<file path="src/rtl/fifo_pkg.sv">
// Shared definitions for the FIFO frame packer.
// Holds the packer FSM state encoding, the byte width and the default
// start-of-frame marker used when no SOF override is supplied.
package fifo_pkg;

  localparam int DATA_W = 8;
  localparam logic [DATA_W-1:0] DEFAULT_SOF = 8'hA5;

  typedef enum logic [2:0] {
    IDLE = 3'd0,
    FILL = 3'd1,
    HDR  = 3'd2,
    LEN  = 3'd3,
    PAY  = 3'd4,
    CSUM = 3'd5
  } packer_state_t;

endpackage

</file>
<file path="src/rtl/frame_buf.sv">
// Payload capture buffer for the frame packer.
// DEPTH x W register array with one synchronous write port and one
// asynchronous (combinational) read port.
// Ports:
//   clk   - clock
//   we    - write enable
//   waddr - write address
//   wdata - write data
//   raddr - read address (reads beyond DEPTH-1 return 0)
//   rdata - read data, combinational from raddr
module frame_buf
  import fifo_pkg::*;
#(
  parameter int DEPTH = 16,
  parameter int W     = DATA_W,
  parameter int AW    = $clog2(DEPTH + 1)
) (
  input  logic          clk,
  input  logic          we,
  input  logic [AW-1:0] waddr,
  input  logic [W-1:0]  wdata,
  input  logic [AW-1:0] raddr,
  output logic [W-1:0]  rdata
);

  logic [W-1:0] mem [DEPTH];

  // Storage is not reset: the packer's byte count decides what is valid.
  always_ff @(posedge clk) begin
    if (we && (waddr < AW'(DEPTH))) begin
      mem[waddr] <= wdata;
    end
  end

  // The packer pre-fetches idx+1, which can point one past the last entry.
  assign rdata = (raddr < AW'(DEPTH)) ? mem[raddr] : '0;

endmodule

</file>
<file path="src/rtl/fifo_frame_packer.sv">
// Drains a byte FIFO and emits framed packets on a valid/ready stream:
// SOF, LEN, LEN payload bytes, CSUM (CSUM makes LEN+payload+CSUM == 0 mod 256).
// A frame starts when the FIFO leaves almost-empty, or when it has been
// non-empty but almost-empty for TIMEOUT cycles.
// Ports:
//   clk, reset          - clock, synchronous active-high reset
//   fifo_empty          - FIFO empty flag
//   fifo_almost_empty   - FIFO almost-empty flag
//   fifo_read_data      - FIFO data, valid the cycle after fifo_read_en
//   fifo_read_en        - FIFO read strobe (never while fifo_empty)
//   out_data/out_valid  - framed byte stream
//   out_ready           - sink ready
//   out_last            - marks the CSUM byte
//   busy                - FSM not in IDLE
//   state               - current FSM state (debug)
// Handshake: a byte transfers on a cycle where out_valid & out_ready are both
// high at posedge; while out_valid=1 and out_ready=0, out_data/out_valid/
// out_last hold their values, and out_valid never drops without a transfer.
module fifo_frame_packer
  import fifo_pkg::*;
#(
  parameter int                MAX_LEN = 16,
  parameter int                TIMEOUT = 64,
  parameter logic [DATA_W-1:0] SOF     = DEFAULT_SOF
) (
  input  logic              clk,
  input  logic              reset,
  input  logic              fifo_empty,
  input  logic              fifo_almost_empty,
  input  logic [DATA_W-1:0] fifo_read_data,
  output logic              fifo_read_en,
  output logic [DATA_W-1:0] out_data,
  output logic              out_valid,
  input  logic              out_ready,
  output logic              out_last,
  output logic              busy,
  output packer_state_t     state
);

  localparam int CW = $clog2(MAX_LEN + 1);
  localparam int TW = $clog2(TIMEOUT + 1);

  packer_state_t     state_q, state_d;
  logic [TW-1:0]     timer_q, timer_d;
  logic [CW-1:0]     cnt_q, cnt_d;
  logic [CW-1:0]     issued_q, issued_d;
  logic [CW-1:0]     idx_q, idx_d;
  logic [DATA_W-1:0] sum_q, sum_d;
  logic              pend_q;
  logic [DATA_W-1:0] data_q, data_d;
  logic              valid_q, valid_d;
  logic              last_q, last_d;
  logic              read_en;

  logic [CW-1:0]     rd_addr;
  logic [DATA_W-1:0] rd_data;
  logic [DATA_W-1:0] cnt8;
  logic [DATA_W-1:0] csum;
  logic              xfer;

  frame_buf #(
    .DEPTH (MAX_LEN),
    .W     (DATA_W),
    .AW    (CW)
  ) u_buf (
    .clk   (clk),
    .we    (pend_q && (state_q == FILL)),
    .waddr (cnt_q),
    .wdata (fifo_read_data),
    .raddr (rd_addr),
    .rdata (rd_data)
  );

  // Output registers are loaded with the byte for the next state, so the
  // address must point at the byte following the one currently shown.
  assign rd_addr = (state_q == PAY) ? (idx_q + CW'(1)) : '0;
  assign cnt8    = DATA_W'(cnt_q);
  assign csum    = ~(cnt8 + sum_q) + DATA_W'(1);
  assign xfer    = valid_q && out_ready;

  always_comb begin
    state_d  = state_q;
    timer_d  = timer_q;
    cnt_d    = cnt_q;
    issued_d = issued_q;
    idx_d    = idx_q;
    sum_d    = sum_q;
    data_d   = data_q;
    valid_d  = valid_q;
    last_d   = last_q;
    read_en  = 1'b0;
    case (state_q)
      IDLE: begin
        if (!fifo_empty && fifo_almost_empty) timer_d = timer_q + TW'(1);
        else                                  timer_d = '0;
        if (!fifo_empty && (!fifo_almost_empty || (timer_q == TW'(TIMEOUT - 1)))) begin
          state_d  = FILL;
          timer_d  = '0;
          cnt_d    = '0;
          issued_d = '0;
          sum_d    = '0;
        end
      end
      FILL: begin
        read_en = !fifo_empty && (issued_q < CW'(MAX_LEN));
        if (read_en) issued_d = issued_q + CW'(1);
        if (pend_q) begin
          cnt_d = cnt_q + CW'(1);
          sum_d = sum_q + fifo_read_data;
        end
        // Leave only once no read is outstanding and none is being issued.
        if (!pend_q && !read_en) begin
          state_d = HDR;
          data_d  = SOF;
          valid_d = 1'b1;
          last_d  = 1'b0;
        end
      end
      HDR: begin
        if (xfer) begin
          state_d = LEN;
          data_d  = cnt8;
        end
      end
      LEN: begin
        if (xfer) begin
          state_d = PAY;
          idx_d   = '0;
          data_d  = rd_data;
        end
      end
      PAY: begin
        if (xfer) begin
          if (idx_q == (cnt_q - CW'(1))) begin
            state_d = CSUM;
            data_d  = csum;
            last_d  = 1'b1;
          end else begin
            idx_d  = idx_q + CW'(1);
            data_d = rd_data;
          end
        end
      end
      CSUM: begin
        if (xfer) begin
          state_d = IDLE;
          data_d  = '0;
          valid_d = 1'b0;
          last_d  = 1'b0;
          cnt_d   = '0;
          sum_d   = '0;
          idx_d   = '0;
        end
      end
      default: begin
        state_d = IDLE;
        valid_d = 1'b0;
        last_d  = 1'b0;
        data_d  = '0;
      end
    endcase
  end

  always_ff @(posedge clk) begin
    if (reset) begin
      state_q  <= IDLE;
      timer_q  <= '0;
      cnt_q    <= '0;
      issued_q <= '0;
      idx_q    <= '0;
      sum_q    <= '0;
      pend_q   <= 1'b0;
      data_q   <= '0;
      valid_q  <= 1'b0;
      last_q   <= 1'b0;
    end else begin
      state_q  <= state_d;
      timer_q  <= timer_d;
      cnt_q    <= cnt_d;
      issued_q <= issued_d;
      idx_q    <= idx_d;
      sum_q    <= sum_d;
      pend_q   <= read_en;
      data_q   <= data_d;
      valid_q  <= valid_d;
      last_q   <= last_d;
    end
  end

  assign fifo_read_en = read_en && !reset;
  assign out_data     = data_q;
  assign out_valid    = valid_q;
  assign out_last     = last_q;
  assign busy         = (state_q != IDLE);
  assign state        = state_q;

endmodule

</file>
<file path="config.mk">
export PLATFORM = sky130hd
export DESIGN_NAME = fifo_frame_packer
export DESIGN_NICKNAME = d
export VERILOG_FILES = /design/src/rtl/fifo_pkg.sv /design/src/rtl/frame_buf.sv /design/src/rtl/fifo_frame_packer.sv
export SDC_FILE = /design/constraint.sdc
export NUM_CORES = 1
export LEC_CHECK = 0
export ABC_AREA = 1
export BUFFER_PORTS_ARGS = -buffer_cell sky130_fd_sc_hd__buf_2
export CORE_ASPECT_RATIO = 0.5
export CORE_MARGIN = 2
export CORE_UTILIZATION = 45
export DETAILED_ROUTE_END_ITERATION = 12
export MAX_ROUTING_LAYER = met4
export SETUP_SLACK_MARGIN = 0.4
export SYNTH_ARGS = -nofsm -noshare
export SYNTH_HDL_FRONTEND = slang
export SYNTH_HIERARCHICAL = 1
export SYNTH_SLANG_ARGS = --single-unit
</file>
<file path="constraint.sdc">
create_clock -name clk -period 4.41 [get_ports clk]
set_input_delay 0.6615 -clock clk [delete_from_list [all_inputs] [get_ports clk]]
set_output_delay 0.6615 -clock clk [all_outputs]
set_load 0.1 [all_outputs]
</file>
==> parameters.txt <==
Parameter                              Value

Timing
  Measured slew at the worst slew-check pin ... 1.13 ns
  Portion of the clock cycle consumed by the worst path in the final layout ... between 70% and 80%
  Post-route setup slack ... about 1.3 ns
  Final slew viol count ... 0
  Final critical-path required period ... approximately 3.1 ns
  RSZ-0062 raised after global routing ... no
  Final-layout setup total negative slack ... 0 ns
  Highest Clock Rate ... around 320 MHz
  Final hold violation count ... 0
  Clk_skew ... approximately 0.0071 ns
  Relative slew slack ... about a quarter
  Final setup viols ... 0

Critical path
  Largest stage delay on the critical path ... about 0.79 ns
  CP Cell Sequence ... nor2_1, inv_2, nor2_1, inv_2, nor2_4, inv_2, nand2_1, nand2_1, nand2_1, nand3_1, nand3_1, a21oi_1, nand2_1, o211ai_1, nand2_1, a21oi_1
  Arrival time worst endpoint ... around 3.4 ns
  Data required time at the worst endpoint ... ~4.8 ns
  Largest fanout on the critical path ... 64
  Element type at the critical path end ... register
  Type of element launching the critical path ... register
  Type of the worst setup path ... reg -> reg
  Highest-delay cell along the critical path ... sky130_fd_sc_hd__inv_2
  Cell type with the highest occurrence count on the critical path ... sky130_fd_sc_hd__nand2_1

Clock network
  TritonCTS clock tree ... done
  Number of instances resized during post-cts repair ... 0
  Setup Buffers After CTS ... 0
  Number of CTS-inserted buffers ... 17
  H-tree levels ... 4
  Clock insertion delay at the later pin of the skew report ... roughly 0.42 ns
  # hold bufs at CTS ... 0
  Number of sinks on the clock net ... 172
  Clock-pin slew reported for the worst setup and hold paths after clock tree synthesis ... approximately 0.07 ns
  Buffer depth of the longest clock path ... 2
  Cell chosen for the clock root ... sky130_fd_sc_hd__clkbuf_16

Finish
  Area of all placed cells without fillers ... roughly 0.0096 mm2
  Layout cells sized above 1 ... a little under a tenth
  Synthesis-to-finish area growth ... 10.8%
  Antenna diode count ... 0
  Number of nets in the layout ... about 1100
  Final core area utilization ... between 50 and 60%

Placed design
  Post-detailed-placement cell area ... around 0.0090 mm2
  RePlAce Congestion ... between 0.8 and 0.9
  Detailed Place HPWL ... ~14000 um
  Worst setup timing slack at the placement stage ... ~1.5 ns
  I/O Buffers ... 27

Detailed routing
  Number of iterations in the first detailed-routing pass ... 6
  Detailed-routing wirelength on met1 ... between 10000 and 15000 um
  Wire per inst ... ~16 um
  Met3 Wirelength ... 1400 um
  Number of vias after detailed routing ... 6826
  Uppermost metal layer occupied by signal nets ... met4
  Met2 wirelength from detailed routing ... about 9800 um
  Drt total wl ... about 21000 um
  Drt via density ... approximately 5.2
  DRT iter0 DRCs ... approximately 600
  ANT nets after route ... 0
  Number of remaining DRC errors ... 0

Global routing
  First-pass GRT wire length ... between 30000 and 40000 um
  GRT Util Overall ... 22.6%
  Largest net degree at the start of global routing ... 65
  Remaining Overflow, GRT ... 0
  Vias in the first global route ... between 6000 and 7000
  Initial antenna violation count ... 0

Synthesis
  Average cell area after synthesis ... ~8.5 um2
  Register bit count reported by yosys ... roughly 170
  Register area share after synthesis ... between 50% and 60%
  Total standard cell area after synthesis ... around 0.0087 mm2
  Yosys synthesis warning count ... 6
  Post-synthesis async set-or-reset flop share ... 0%
  Fraction of synthesized cell area taken by the top area cell type ... about 44%
  Count of flip-flops with a built-in enable after synthesis ... between 100 and 150
  Number of nets in the synthesized netlist ... between 1000 and 1500
  Cell taking the most area after synthesis ... sky130_fd_sc_hd__edfxtp_1
  Most frequently used cell type in the post-synthesis netlist ... sky130_fd_sc_hd__nand2_1
  Cell types occupying the most area after synthesis ... sky130_fd_sc_hd__edfxtp_1, sky130_fd_sc_hd__nand2_1, sky130_fd_sc_hd__dfxtp_1, sky130_fd_sc_hd__nand3_1, sky130_fd_sc_hd__inv_1
  Post-synth cell types ... 40
  Leading register cell type out of synthesis ... sky130_fd_sc_hd__edfxtp_1
  Post-synthesis instance total ... between 1000 and 1500
  List of most frequent post-synthesis cells ... sky130_fd_sc_hd__nand2_1, sky130_fd_sc_hd__inv_1, sky130_fd_sc_hd__edfxtp_1, sky130_fd_sc_hd__nand3_1, sky130_fd_sc_hd__nor2_1

Floorplanning
  Chip width ... 200 um
  Area enclosed by the die boundary ... just over 0.02 mm2
  Area of the core ... roughly 0.019 mm2
  Height of the die ... between 100 and 150 um
  Row cnt ... 35
  Initial Util ... 46.5%
  I/O pin total ... 28

Pwr
  Total power divided by cell area ... 458 mW/mm2
  Leak Pwr ... around 0.0040 uW
  Peak ir drop on the vdd network ... 0.000437 V
  Pwr Total ... between 4000 and 5000 uW

Run
  Number of violations of the max-capacitance limit ... 0

Outcome
  Outcome ... finished clean

Hold path
  Type of the most critical hold path ... reg -> reg
==> sequential cells by signal, indices dropped and copies added, names as in the netlist <==
name	count
timer_q	7
pend_q	1
out_last	1
sum_q	8
idx_q	5
issued_q	5
out_valid	1
cnt_q	5
out_data	8
state	3
u_buf/mem	128
==> final timing paths <==
kind	from	end	slack [ns]	cells after the start
max	state[1]$_SDFFE_PP0P_	out_data[1]$_SDFFE_PP0P_	1.32	16
min	timer_q[6]$_SDFFE_PP0P_	timer_q[6]$_SDFFE_PP0P_	0.46	2
max reg2reg	state[1]$_SDFFE_PP0P_	out_data[1]$_SDFFE_PP0P_	1.32	16
min reg2reg	timer_q[6]$_SDFFE_PP0P_	timer_q[6]$_SDFFE_PP0P_	0.46	2
==> routing by layer <==
metal	track usage, %	up-vias
li1	-	3369
met1	30.5	3249
met2	36.4	187
met3	4.02	21
met4	4.31	0
met5	-	-
==> power breakdown <==
group / leakage (uW) / internal, uW / switching [uW]
registers: 0.00151 / 1780 / 45.2
clock network: 0.000300 / 905 / 663
logic: 0.00220 / 231 / 765
total: 0.00400 / 2920 / 1470
==> stage by stage <==
step	cells	hold WS [ns]
finish	1315	0.463
CTS	1315	0.452
floorplan	1024	0.422
detailed placement	1284	0.441
global route	1315	0.481
global placement	1284	0.430
==> final cells by class <==
cell class / instances / area, um2
clock buffers: 17 / 425
clock inverters: 14 / 188
fillers: 1750 / 9020
inverters: 143 / 537
multi-input cells: 678 / 3220
flip-flops and latches: 172 / 4720
well taps: 259 / 324
repair buffers: 32 / 173
==> cells by family (layout without fill, tap and decap cells) <==
| group | Yosys count | in the layout | share of synthesized area, % |
|---|---|---|---|
| AOI/OAI and AO/OA | 90 | 90 | 5.65 |
| xor gates and xnor gates | 8 | 8 | 0.810 |
| adders and majority gates | 20 | 20 | 3.06 |
| buffers and inverters | 174 | 206 | 8.31 |
| DFF | 172 | 172 | 54.6 |
| and+or+nand+nor | 560 | 560 | 27.6 |
==> cell usage in the layout, fill, tap and decap left out, types with 6 or more instances in the layout <==
cell / instances
sky130_fd_sc_hd__nand2_1: 339
sky130_fd_sc_hd__inv_1: 130
sky130_fd_sc_hd__edfxtp_1: 128
sky130_fd_sc_hd__nand3_1: 124
sky130_fd_sc_hd__nor2_1: 59
sky130_fd_sc_hd__a21oi_1: 58
sky130_fd_sc_hd__dfxtp_1: 44
sky130_fd_sc_hd__buf_2: 27
sky130_fd_sc_hd__ha_1: 18
sky130_fd_sc_hd__clkbuf_16: 17
sky130_fd_sc_hd__o21ai_0: 15
sky130_fd_sc_hd__inv_2: 13
sky130_fd_sc_hd__nand2_2: 6
sky130_fd_sc_hd__nand4_1: 6
sky130_fd_sc_hd__o21ai_1: 6
==> worst max-delay path: cells and delay by family, from the launching register on <==
kind	cells	cell delay [ns]
AOI/OAI and AO/OA	3	0.54
buffers and inverters	3	1.05
and+or+nand+nor	10	0.95
DFF	1	0.41
Power figures use the tool's default switching activity.
